## config.mk

```make
export PLATFORM = sky130hd
export DESIGN_NAME = mc_control_fsm
export DESIGN_NICKNAME = d
export VERILOG_FILES = /design/src/rtl/riscv_mc_pkg.sv /design/src/rtl/mc_alu_decoder.sv /design/src/rtl/mc_control_fsm.sv
export SDC_FILE = /design/constraint.sdc
export NUM_CORES = 1
export LEC_CHECK = 0
export CAP_MARGIN = 15
export CORE_MARGIN = 5
export CORE_UTILIZATION = 40
export CTS_CLUSTER_DIAMETER = 200
export DETAILED_ROUTE_END_ITERATION = 12
export PLACE_DENSITY = 0.89
export SLEW_MARGIN = 20
export SYNTH_ARGS = -nofsm -noshare
export SYNTH_HDL_FRONTEND = slang
export SYNTH_HIERARCHICAL = 1
export SYNTH_SLANG_ARGS = --single-unit
```

## constraint.sdc

```tcl
create_clock -name clk -period 6.67 [get_ports clk]
set_input_delay 1.334 -clock clk [delete_from_list [all_inputs] [get_ports clk]]
set_output_delay 1.334 -clock clk [all_outputs]
set_load 0.01 [all_outputs]
```

## src/rtl/riscv_mc_pkg.sv

```systemverilog
// Shared encodings for the multicycle RISC-V control path: FSM states,
// opcodes, ALU operation classes and alu_control codes.
package riscv_mc_pkg;

  localparam logic [3:0] S_FETCH    = 4'd0;
  localparam logic [3:0] S_DECODE   = 4'd1;
  localparam logic [3:0] S_MEMADR   = 4'd2;
  localparam logic [3:0] S_MEMREAD  = 4'd3;
  localparam logic [3:0] S_MEMWB    = 4'd4;
  localparam logic [3:0] S_MEMWRITE = 4'd5;
  localparam logic [3:0] S_EXECUTER = 4'd6;
  localparam logic [3:0] S_ALUWB    = 4'd7;
  localparam logic [3:0] S_EXECUTEI = 4'd8;
  localparam logic [3:0] S_JAL      = 4'd9;
  localparam logic [3:0] S_BRANCH   = 4'd10;

  localparam logic [6:0] OP_LOAD   = 7'b0000011;
  localparam logic [6:0] OP_STORE  = 7'b0100011;
  localparam logic [6:0] OP_RTYPE  = 7'b0110011;
  localparam logic [6:0] OP_ITYPE  = 7'b0010011;
  localparam logic [6:0] OP_JAL    = 7'b1101111;
  localparam logic [6:0] OP_BRANCH = 7'b1100011;

  localparam logic [2:0] ALU_ADD = 3'b000;
  localparam logic [2:0] ALU_SUB = 3'b001;
  localparam logic [2:0] ALU_AND = 3'b010;
  localparam logic [2:0] ALU_OR  = 3'b011;
  localparam logic [2:0] ALU_XOR = 3'b100;
  localparam logic [2:0] ALU_SLT = 3'b101;

  typedef enum logic [1:0] {
    ALUOP_ADD   = 2'b00,
    ALUOP_SUB   = 2'b01,
    ALUOP_FUNCT = 2'b10
  } alu_op_e;

  function automatic logic [1:0] imm_src_of(input logic [6:0] op);
    case (op)
      OP_STORE:  return 2'b01;
      OP_BRANCH: return 2'b10;
      OP_JAL:    return 2'b11;
      default:   return 2'b00;
    endcase
  endfunction

endpackage

```

## src/rtl/mc_alu_decoder.sv

```systemverilog
// Combinational ALU control decode from the FSM's operation class and
// the instruction's funct fields.
module mc_alu_decoder
  import riscv_mc_pkg::*;
(
  input  alu_op_e    alu_op,
  input  logic [2:0] funct3,
  input  logic       funct7b5,
  input  logic       is_rtype,
  output logic [2:0] alu_control
);

  always_comb begin
    alu_control = ALU_ADD;
    case (alu_op)
      ALUOP_SUB: alu_control = ALU_SUB;
      ALUOP_FUNCT: begin
        case (funct3)
          3'b000:  alu_control = (is_rtype && funct7b5) ? ALU_SUB : ALU_ADD;
          3'b010:  alu_control = ALU_SLT;
          3'b100:  alu_control = ALU_XOR;
          3'b110:  alu_control = ALU_OR;
          3'b111:  alu_control = ALU_AND;
          default: alu_control = ALU_ADD;
        endcase
      end
      default: alu_control = ALU_ADD;
    endcase
  end

endmodule

```

## src/rtl/mc_control_fsm.sv

```systemverilog
// Multicycle RISC-V main control FSM (Moore). Define MC_WAIT_EN to make
// FETCH/MEMREAD/MEMWRITE stall until mem_ready.
module mc_control_fsm
  import riscv_mc_pkg::*;
#(
  parameter int unsigned STATE_W = 4
) (
  input  logic               clk,
  input  logic               reset,
  input  logic [6:0]         opcode,
  input  logic [2:0]         funct3,
  input  logic               funct7b5,
  input  logic               zero,
  input  logic               mem_ready,
  output logic               pc_write,
  output logic               adr_src,
  output logic               mem_write,
  output logic               ir_write,
  output logic               reg_write,
  output logic [1:0]         result_src,
  output logic [1:0]         alu_src_a,
  output logic [1:0]         alu_src_b,
  output logic [1:0]         imm_src,
  output logic [2:0]         alu_control,
  output logic               illegal,
  output logic [STATE_W-1:0] state
);

  localparam logic [STATE_W-1:0] ST_FETCH    = STATE_W'(S_FETCH);
  localparam logic [STATE_W-1:0] ST_DECODE   = STATE_W'(S_DECODE);
  localparam logic [STATE_W-1:0] ST_MEMADR   = STATE_W'(S_MEMADR);
  localparam logic [STATE_W-1:0] ST_MEMREAD  = STATE_W'(S_MEMREAD);
  localparam logic [STATE_W-1:0] ST_MEMWB    = STATE_W'(S_MEMWB);
  localparam logic [STATE_W-1:0] ST_MEMWRITE = STATE_W'(S_MEMWRITE);
  localparam logic [STATE_W-1:0] ST_EXECUTER = STATE_W'(S_EXECUTER);
  localparam logic [STATE_W-1:0] ST_ALUWB    = STATE_W'(S_ALUWB);
  localparam logic [STATE_W-1:0] ST_EXECUTEI = STATE_W'(S_EXECUTEI);
  localparam logic [STATE_W-1:0] ST_JAL      = STATE_W'(S_JAL);
  localparam logic [STATE_W-1:0] ST_BRANCH   = STATE_W'(S_BRANCH);

  logic [STATE_W-1:0] state_q, state_d;
  logic               mem_done;
  alu_op_e            alu_op;
  logic               is_rtype;
  logic [2:0]         dec_alu;
  logic               take_branch;

`ifdef MC_WAIT_EN
  assign mem_done = mem_ready;
`else
  logic unused_mem_ready;
  assign unused_mem_ready = mem_ready;
  assign mem_done         = 1'b1;
`endif

  always_comb begin
    state_d = state_q;
    case (state_q)
      ST_FETCH:    if (mem_done) state_d = ST_DECODE;
      ST_DECODE: begin
        case (opcode)
          OP_LOAD, OP_STORE: state_d = ST_MEMADR;
          OP_RTYPE:          state_d = ST_EXECUTER;
          OP_ITYPE:          state_d = ST_EXECUTEI;
          OP_JAL:            state_d = ST_JAL;
          OP_BRANCH:         state_d = ST_BRANCH;
          default:           state_d = ST_FETCH;
        endcase
      end
      ST_MEMADR:   state_d = opcode[5] ? ST_MEMWRITE : ST_MEMREAD;
      ST_MEMREAD:  if (mem_done) state_d = ST_MEMWB;
      ST_MEMWB:    state_d = ST_FETCH;
      ST_MEMWRITE: if (mem_done) state_d = ST_FETCH;
      ST_EXECUTER, ST_EXECUTEI, ST_JAL: state_d = ST_ALUWB;
      ST_ALUWB:    state_d = ST_FETCH;
      ST_BRANCH:   state_d = ST_FETCH;
      default:     state_d = ST_FETCH;
    endcase
  end

  always_ff @(posedge clk) begin
    if (reset) state_q <= ST_FETCH;
    else       state_q <= state_d;
  end

  assign is_rtype    = (state_q == ST_EXECUTER);
  assign take_branch = ((funct3 == 3'b000) && zero) || ((funct3 == 3'b001) && !zero);

  mc_alu_decoder u_alu_dec (
    .alu_op      (alu_op),
    .funct3      (funct3),
    .funct7b5    (funct7b5),
    .is_rtype    (is_rtype),
    .alu_control (dec_alu)
  );

  // Reset forces every control output low combinationally, not just the state.
  always_comb begin
    pc_write   = 1'b0;
    adr_src    = 1'b0;
    mem_write  = 1'b0;
    ir_write   = 1'b0;
    reg_write  = 1'b0;
    result_src = 2'b00;
    alu_src_a  = 2'b00;
    alu_src_b  = 2'b00;
    alu_op     = ALUOP_ADD;
    illegal    = 1'b0;
    if (!reset) begin
      case (state_q)
        ST_FETCH: begin
          ir_write   = mem_done;
          pc_write   = mem_done;
          alu_src_b  = 2'b10;
          result_src = 2'b10;
        end
        ST_DECODE: begin
          alu_src_a = 2'b01;
          alu_src_b = 2'b01;
          case (opcode)
            OP_LOAD, OP_STORE, OP_RTYPE, OP_ITYPE, OP_JAL, OP_BRANCH: illegal = 1'b0;
            default: illegal = 1'b1;
          endcase
        end
        ST_MEMADR: begin
          alu_src_a = 2'b10;
          alu_src_b = 2'b01;
        end
        ST_MEMREAD: adr_src = 1'b1;
        ST_MEMWB: begin
          result_src = 2'b01;
          reg_write  = 1'b1;
        end
        ST_MEMWRITE: begin
          adr_src   = 1'b1;
          mem_write = mem_done;
        end
        ST_EXECUTER: begin
          alu_src_a = 2'b10;
          alu_op    = ALUOP_FUNCT;
        end
        ST_EXECUTEI: begin
          alu_src_a = 2'b10;
          alu_src_b = 2'b01;
          alu_op    = ALUOP_FUNCT;
        end
        ST_ALUWB: reg_write = 1'b1;
        ST_JAL: begin
          alu_src_a = 2'b01;
          alu_src_b = 2'b10;
          pc_write  = 1'b1;
        end
        ST_BRANCH: begin
          alu_src_a = 2'b10;
          alu_op    = ALUOP_SUB;
          pc_write  = take_branch;
        end
        default: ;
      endcase
    end
  end

  assign alu_control = reset ? 3'b000 : dec_alu;
  assign imm_src     = imm_src_of(opcode);
  assign state       = state_q;

endmodule

```

* Word-level counts from Yosys, hierarchy flattened
Index checks and enable logic that the tools add are counted.
** Word-level totals
- Bits in registers :: 4
** Operators by class
- Equal/unequal tests :: 23
- Muxes and demuxes :: 29
- Reductions and logical operators :: 17
** Operators with widths (number)
- $pmux 4 s5 :: 2
- $eq 4x3->1 const B :: 4
- $pmux 2 s2 :: 4
- $pmux 3 s5 :: 1
- $eq 7x6->1 const B :: 2
- $eq 7x7->1 const B :: 2
- $mux 1 :: 13
- $eq 4x4->1 const B :: 3
- $reduce_or 2->1 :: 6
- $eq 3x3->1 const B :: 3
- $eq 4x2->1 const B :: 2
- $mux 2 :: 4
- $eq 7x2->1 const B :: 1
- $eq 7x5->1 const B :: 1
- $mux 3 :: 2
- $pmux 2 s3 :: 1
- $pmux 3 s2 :: 1
- $reduce_or 3->1 :: 2
- $reduce_or 6->1 :: 1
- $eq 4x1->1 const B :: 1
- $logic_not 4->1 :: 1
- $reduce_or 4->1 :: 1
- $eq 3x1->1 const B :: 1
- $eq 3x2->1 const B :: 1
- other kinds (7) :: 9

* Depth between registers and ports, before layout
Gate-level depths: netlist (run 1).
- Word-level depth :: 7
- Mapped depth :: 9
- Depth with buffers taken out :: 8

* Hierarchy
Netlist (run 1), hierarchy kept.
** By module, submodules not included
- mc_control_fsm :: instances 1, cells each 77, area an instance 541.8 um2
- mc_alu_decoder :: instances 1, cells each 12, area an instance 98.8 um2

* Worst setup path after synthesis (run 1)
No wires, ideal clock.
- Kind :: input port to output port
- From :: input reset
- To :: output alu_control[1]
- Arrival :: 2.452 ns
- Data required time :: 5.336 ns
- Slack :: 2.884 ns
- Cell stages on the path :: 6
- Buffers on the path :: 0
- Path through :: nor2_1 and3_1 inv_1 ha_1 and4b_1 nor2b_1
** Between the ends
- Cells in the longest elaborated chain, start to end :: 4
- Elaborated cells on any way between the ends :: 5
** Ends and longest elaborated chain
- from (decl) :: line mc_control_fsm.sv:9 : input logic reset,
- $mux 2 * :: line mc_control_fsm.sv:109 : if (!reset) begin
- net alu_op[0] :: line mc_control_fsm.sv:43 : alu_op_e alu_op;
- $eq 2x2->1 or $eq 2x1->1 (tied branches) :: line mc_alu_decoder.sv:15 : case (alu_op)
- $pmux 3 s2 * :: line mc_alu_decoder.sv:15
- net dec_alu[1] :: line mc_control_fsm.sv:45 : logic [2:0] dec_alu;
- $mux 3 * :: line mc_control_fsm.sv:163 : assign alu_control = reset ? 3'b000 : dec_alu;
- to (decl) :: line mc_control_fsm.sv:24 : output logic [2:0] alu_control,
Mark *: on every way through the listed nets, which the timed path passes. The rest lies on a longest branch.

* Worst setup path after layout (run 1)
Ends and elaborated chain as after synthesis.

==> results, run 1 <==
- Ranked by total cell area, the synthesized netlist is headed by sky130_fd_sc_hd__dfxtp_1, sky130_fd_sc_hd__nor2_1, sky130_fd_sc_hd__xnor2_1.
- In this run the vertical extent of the chip is about 50 um.
- The antenna cell count is 0.
- The flow ran to the end, and the final reports show no timing, DRC or antenna violations.
- The critical path launch point type is a primary input.
- The dominant register cell in the synthesized netlist is sky130_fd_sc_hd__dfxtp_1.
- The normalized max-slew margin is 0.611.
- The detailed router finished its first iteration with 8 violations.
- The initial antenna violation count is 0.
- The count of nets left with antenna violations after detail routing is 0.
- The area of the core region is 1510 um^2.
- CTS saw 4 sinks.
- The share of flip-flops with an asynchronous set or reset after synthesis is 0.
- The number of cells on the worst reg-to-reg path is 4.
- The final wirelength is between 1.5 and 2 mm.
- The global-route wire length before repair is 3.33 mm.
- The top cell type's share of synthesized area is 0.125.
- The class of the most critical setup path is in -> out.
- The synthesized net count is approximately 110.
- After detailed routing, the number of remaining DRC violations is 0.
- The routability congestion estimate from global placement is ~0.8.
- The final worst slack is ~1700 ps.
- The residual overflow from global routing is 0.
- After detailed placement, the design holds a cell count of 135.
- The max-slew violation count is 0.
- Setup repair after global routing left no endpoint under its margin.
- The count of endpoints failing setup in the final report is 0.
- In this run the count of I/O pins placed on the die edge is 36.
- The share of the Yosys chip area taken by registers is 0.125.
- Yosys mapped a number of flops with a built-in enable equal to 0.
- The number of standard cells in the final layout excluding fillers is 138.
- The critical path contains buffers and inverters numbering 3 combined.
- The die extent in x is between 50 and 60 um.
- The initial utilization of the core area, before any placement, comes to 0.425.
- STA puts the critical path data arrival time at around 3600 ps.
- After clock tree synthesis, the clock-pin slew on the worst setup and hold paths is 40 ps.
- The cell at the root of the clock tree is sky130_fd_sc_hd__clkbuf_4.
- The reported leakage power is around 0.35 nW.
- The number of stages on the worst setup path is 8.
- The cell row count is 14.
- The ratio of total power to cell area is between 90 and 100 nW/um^2.
- The register with the most flip-flops in the layout has 4 of them.
- The cell area after placement is a little under 1000 um^2.
- Across the routed clock network, the largest skew measured is between 8 and 9 ps.
- The top cell type by total area after synthesis is sky130_fd_sc_hd__dfxtp_1.
- TritonCTS built the clock tree.
- The mean instance size in the synthesized netlist is 7.20 um^2.
- For the pin with the worst max-slew slack, the measured transition is about 600 ps.
- From synthesis to final layout, the design area changed by 53.9%.
- The clock reaches the later pin of the worst-skew pair after between 200 and 250 ps.
- Dividing the final minimum period by the clock period gives 0.745.
- Across the VDD grid, the largest voltage drop is around 100 uV.
- The hold violation count in the final report is 0.
- The wire-length estimate of the detail-placed layout is roughly 1.5 mm.
- The category of cells accounting for the largest share of critical-path delay is buffers and inverters.
- The total iterations of the first detailed-routing run is 4.
- The total of flip-flops plus latches after synthesis is 4.
- Synthesis handed over a netlist of between 80 and 90 instances.
- The number of hold buffers added after cts is 0.
- The tool flagged a number of max-cap violations equal to 0.
- The synthesized netlist occupies a cell area of around 640 um^2.
- The min-delay analysis places its worst path in the category reg -> reg.
- CTS built an H-tree with a depth of 1.
- The buffer levels on the longest clock path is 2.
- The worst setup path is captured at an output port.
- Dividing the detail-routed via count by the number of cells gives roughly 5.6.
- The largest single stage delay on the critical path is around 550 ps.
- Along the worst hold path, the cell count comes to 1.
- At the placement stage, the worst setup path has a slack of between 1500 and 2000 ps.
- The setup TNS is 0 ps.
- The number of global-route vias before repair is roughly 770.
- For this run, the number of Yosys warnings is 6.
- The fraction of final layout cells sized beyond drive strength 1 is 0.0902.
- Counting distinct cell types in the post-synthesis netlist gives 38.
- The post-CTS setup-driven buffer insertion count is 0.
- The worst-path maximum fanout is 9.
- The endpoint required time on the critical path is between 5000 and 6000 ps.
- The final design area excluding fillers is roughly 990 um^2.
- The wire length per cell is around 14 um.
- The most used cell along the critical path is sky130_fd_sc_hd__clkdlybuf4s50_1.
- For this design, the slowest cell found on the critical path is sky130_fd_sc_hd__clkdlybuf4s50_1.
- The final layout contains ~140 nets.
- The clock period could shrink to about 5000 ps.
- The number of I/O port buffers is 34.
- Counting the buffers created by CTS gives 3.
- For this run, the top clock speed supported by timing is 201 MHz.
- The critical path goes through clkdlybuf4s50_1 > nor2_1 > and3_1 > inv_1 > ha_1 > and4b_1 > nor2b_1 > clkdlybuf4s50_1.
- The maximum number of pins on one net before global-route repair is 17.
- The overall track demand over capacity in global routing is 0.164.
- The vias after detailed routing is between 700 and 800.
- The overall power of the completed layout is 91.9 uW.
- The die covers approximately 2500 um^2.
- The post-CTS resize count is 0.
[layout make-up]
class | instances | area (um^2)
clock buffer | 3 | 22.5
multi-input combinational | 75 | 500
timing repair buffer | 34 | 340
tap | 16 | 20.0
fill | 153 | 520
sequential | 4 | 80.1
inverter | 6 | 22.5
[path summary, 6_finish.rpt]
| check | start | slack [ps] | end |
|---|---|---|---|
| worst min-delay path | state[0]$_SDFF_PP0_ | 700 | state[0]$_SDFF_PP0_ |
| worst min register to register | state[0]$_SDFF_PP0_ | 700 | state[0]$_SDFF_PP0_ |
| worst max register to register | state[0]$_SDFF_PP0_ | 5150 | state[2]$_SDFF_PP0_ |
| worst max-delay path | reset | 1700 | alu_control[1] |
[placed cells by master, fill, tap and decap left out, types with 2 or more instances in the layout]
| cell | n |
|---|---|
| sky130_fd_sc_hd__clkdlybuf4s50_1 | 34 |
| sky130_fd_sc_hd__nor2_1 | 15 |
| sky130_fd_sc_hd__nor3_1 | 6 |
| sky130_fd_sc_hd__inv_1 | 5 |
| sky130_fd_sc_hd__a21oi_1 | 5 |
| sky130_fd_sc_hd__and3_1 | 5 |
| sky130_fd_sc_hd__xnor2_1 | 4 |
| sky130_fd_sc_hd__nand3_1 | 4 |
| sky130_fd_sc_hd__dfxtp_1 | 4 |
| sky130_fd_sc_hd__nor2b_1 | 3 |
| sky130_fd_sc_hd__o21ai_0 | 3 |
| sky130_fd_sc_hd__clkbuf_4 | 3 |
| sky130_fd_sc_hd__nand2_1 | 2 |
| sky130_fd_sc_hd__or3_1 | 2 |
| sky130_fd_sc_hd__xor2_1 | 2 |
| sky130_fd_sc_hd__a31oi_1 | 2 |
| sky130_fd_sc_hd__ha_1 | 2 |
[cell families after synthesis]
logic type | share of synthesized area
XOR/XNOR | 0.0820
buffers and inverters | 0.0937
AO/OA/AOI/OAI | 0.217
adder cells (fa/ha/maj) | 0.0391
AND/OR/NAND/NOR | 0.443
flip-flops | 0.125
[power breakdown]
part	switching (mW)	total [mW]	internal [mW]
Clock	0.0111	0.0313	0.0202
Sequential	0.00232	0.0269	0.0246
Combinational	0.0146	0.0336	0.0191
Total	0.0280	0.0919	0.0639
[routing by layer]
metal / wire [um] / track usage
met5: 0 / 0
met4: 29 / 0.0873
met3: 124 / 0.0301
met2: 971 / 0.289
met1: 787 / 0.180
[through the flow]
stage	hold slack, ps	utilization
floorplan	668	-
global placement	668	0.640
detailed placement	680	0.640
CTS	686	0.654
global route	747	0.654
finish	704	0.654
[cells in the mapped netlist (2+ instances only)]
cell type,n
sky130_fd_sc_hd__ha_1,2
sky130_fd_sc_hd__a21oi_1,5
sky130_fd_sc_hd__and3_1,5
sky130_fd_sc_hd__or3_1,2
sky130_fd_sc_hd__a31oi_1,2
sky130_fd_sc_hd__nor2_1,15
sky130_fd_sc_hd__nor3_1,6
sky130_fd_sc_hd__nand2_1,2
sky130_fd_sc_hd__o21ai_0,3
sky130_fd_sc_hd__xnor2_1,4
sky130_fd_sc_hd__buf_6,3
sky130_fd_sc_hd__dfxtp_1,4
sky130_fd_sc_hd__nor2b_1,3
sky130_fd_sc_hd__xor2_1,2
sky130_fd_sc_hd__nand3_1,4
sky130_fd_sc_hd__inv_1,5
Power figures use the tool's default switching activity.
==> run 2: changes to the inputs <==
Settings changed: CORE_UTILIZATION 40 to 38, PLACE_DENSITY 0.89 to 0.86.
Clock period 6.67 ns to 5 ns, I/O delays scaled along.
==> results, run 2 (same netlist as run 1, synthesis figures left out) <==
- The run finished with clean final reports.
- The worst-case setup slack after placement is 650 ps (-1020 ps).
- The count of endpoints failing setup in the final report is 0 (unchanged).
- The total iterations of the first detailed-routing run came to 4 (unchanged).
- The initial core utilization is 0.411 (-0.0143).
- In the layout the commonest cells are sky130_fd_sc_hd__clkdlybuf4s50_1, sky130_fd_sc_hd__nor2_1, sky130_fd_sc_hd__nor3_1.
- The setup clock skew after layout came to 2.36 ps (-5.76 ps).
- The worst setup path is captured at an output port.
- The final worst slack is 667 ps (-1030 ps).
- The reported leakage power came to 0.345 nW (unchanged).
- The endpoint required time on the critical path was 4000 ps (-1340 ps).
- The maximum number of pins on one net before global-route repair is 17 (unchanged).
- The die extent in x is 51.1 um (+2.1%).
- The violation count after the first detailed-routing iteration was 10 (+2).
- The clock transition time at the flip-flop clock pins of the worst setup and hold paths came to 30 ps (about the same).
- The ratio of total power to cell area is 122 nW/um^2 (+31%).
- The met1 track utilization from global routing is 0.171 (-0.00901).
- The hold violation count in the final report is 0 (unchanged).
- The count of nets after finishing is 141 (unchanged).
- The power share of the clock group is 0.327 (-0.014).
- The final wirelength is 1.80 mm (-6.2%).
- The area of the core region is 1560 um^2 (+3.5%).
- The routing layer with the top usage in global route is met2.
- The number of buffers created by CTS was 3 (unchanged).
- The number of maximum-capacitance violations was 0 (unchanged).
- The highest achievable clock rate is 231 MHz.
- The library cell used most frequently in the layout, excluding fill and tap cells, is sky130_fd_sc_hd__clkdlybuf4s50_1.
- The cell row count is 14 (unchanged).
- The residual overflow from global routing was 0 (unchanged).
- The total die area is 2610 um^2 (+4.2%).
- The part of the total power dissipated in sequential elements is 0.299 (+0.006).
- The final HPWL from detailed placement came to 1.42 mm (-3.5%).
- The combinational share of power is 0.374 (+0.008).
- The post-CTS resize count is 0 (unchanged).
- The met2 demand-to-capacity share in global routing is 0.251 (-0.0376).
- The class of the most critical setup path is in -> out.
- The number of hold buffers added after cts was 0 (unchanged).
- The buffer levels on the longest clock path is 2 (unchanged).
- The critical path launch point type is a primary input.
- TritonCTS built the clock tree.
- The met3 usage came to 0.0610 (+0.0309).
- The path type of the worst min-delay path is reg -> reg.
- The post-CTS setup-driven buffer insertion count came to 0 (unchanged).
- The transition time at the pin with the least slew margin was 546 ps (-36.9 ps).
- The area growth from synthesis to layout is 53.9% (unchanged).
- The worst-path maximum fanout came to 9 (unchanged).
- The switching power came to 35.2 uW (+26%).
- The clock sink count is 4 (unchanged).
- The wire length per cell is 13.0 um (-6.2%).
- The antenna cell count is 0 (unchanged).
- The routability congestion estimate from global placement is 0.776 (-3.5%).
- The normalized max-slew margin is 0.636 (+0.0246).
- The number of I/O port buffers is 34 (unchanged).
- The internal power contribution is 85.1 uW (+33%).
- The number of global-route vias before repair is 712 (-7.3%).
- The setup TNS was 0 ps (unchanged).
- The count of nets left with antenna violations after detail routing was 0 (unchanged).
- The arrival time of data at the critical path endpoint is 3330 ps (-310 ps).
- Setup repair after global routing left no endpoint under its margin.
- The vias after detailed routing is 770 (+0.39%).
- The via count normalized by instance count is 5.58 (+0.39%).
- The clock network latency to the later pin of the worst-skew pair is 230 ps (about the same).
- The maximum resistive drop on vdd is 208 uV (+99%).
- The initial antenna violation count is 0 (unchanged).
- The number of H-tree branching levels is 1 (unchanged).
- The vertical extent of the die was 51.1 um (+2.1%).
- The max-slew violation count was 0 (unchanged).
- The overall track demand over capacity in global routing was 0.146 (-0.0175).
- The number of top-level pins came to 36 (unchanged).
- The number of flip-flops in the largest register is 4 (unchanged).
- The global-route wire length before repair is 2.99 mm (-10%).
- The fraction of the cycle the final worst path needs is 0.867.
- The fraction of final layout cells sized beyond drive strength 1 is 0.0902 (unchanged).
- The switching power share of the total is 0.293 (-0.0118).
- The cell at the root of the clock tree is sky130_fd_sc_hd__clkbuf_4.
- The minimum clock period after layout is ~4300 ps.
- The DRC violation count after routing is 0 (unchanged).
## run 2: cell counts in the layout (fill, tap and decap cells not counted)
Identical to the previous run, type by type.
## run 2: per-layer routing
metal	vias up	share of wire
li1	395	-
met1	342	0.46
met2	33	0.48
met3	0	0.062
met4	0	0
met5	-	0
## run 2: worst paths after layout
kind	from	to	slack, ps	cells after the start
worst max-delay path	reset	alu_control[1]	670	8
worst min register to register	state[0]$_SDFF_PP0_	state[0]$_SDFF_PP0_	710	1
worst max register to register	state[0]$_SDFF_PP0_	state[1]$_SDFF_PP0_	3490	4
worst min-delay path	state[0]$_SDFF_PP0_	state[0]$_SDFF_PP0_	710	1
## run 2: power by group through the flow
stage | registers [mW] | logic, mW | clock network [mW]
final | 0.0360 | 0.0450 | 0.0393
after global routing | 0.0362 | 0.0487 | 0.0472
after CTS | 0.0359 | 0.0453 | 0.0405
after detailed placement | 0.0363 | 0.0450 | 0
after global placement | 0.0363 | 0.0442 | 0
after floorplan | 0.0348 | 0.0201 | 0
## run 2: area by class of cell
class | count | area (um^2)
Sequential cell | 4 | 80.1
Fill cell | 141 | 573
Inverter | 6 | 22.5
Tap cell | 16 | 20.0
Multi-Input combinational cell | 75 | 500
Timing Repair Buffer | 34 | 340
Clock buffer | 3 | 22.5
## run 2: critical path, stage by stage
cell	delay, ps
sky130_fd_sc_hd__clkdlybuf4s50_1	560
sky130_fd_sc_hd__nor2_1	250
sky130_fd_sc_hd__and3_1	240
sky130_fd_sc_hd__inv_1	60
sky130_fd_sc_hd__ha_1	310
sky130_fd_sc_hd__and4b_1	250
sky130_fd_sc_hd__nor2b_1	130
sky130_fd_sc_hd__clkdlybuf4s50_1	540
## run 2: metrics by stage
stage	instances	hold slack (ps)	power [mW]	util	area (um^2)
floorplan	89	668	0.0550	-	641
global placement	135	681	0.0805	0.618	963
CTS	138	716	0.122	0.632	986
global route	138	782	0.132	0.632	986
finish	138	715	0.120	0.632	986
detailed placement	135	690	0.0813	0.618	963
==> run 3: changes to the inputs <==
Settings changed: HOLD_SLACK_MARGIN set to 0.05.
==> results of run 3 <==
Final layout, timing and power as in run 2 (identical DEF).
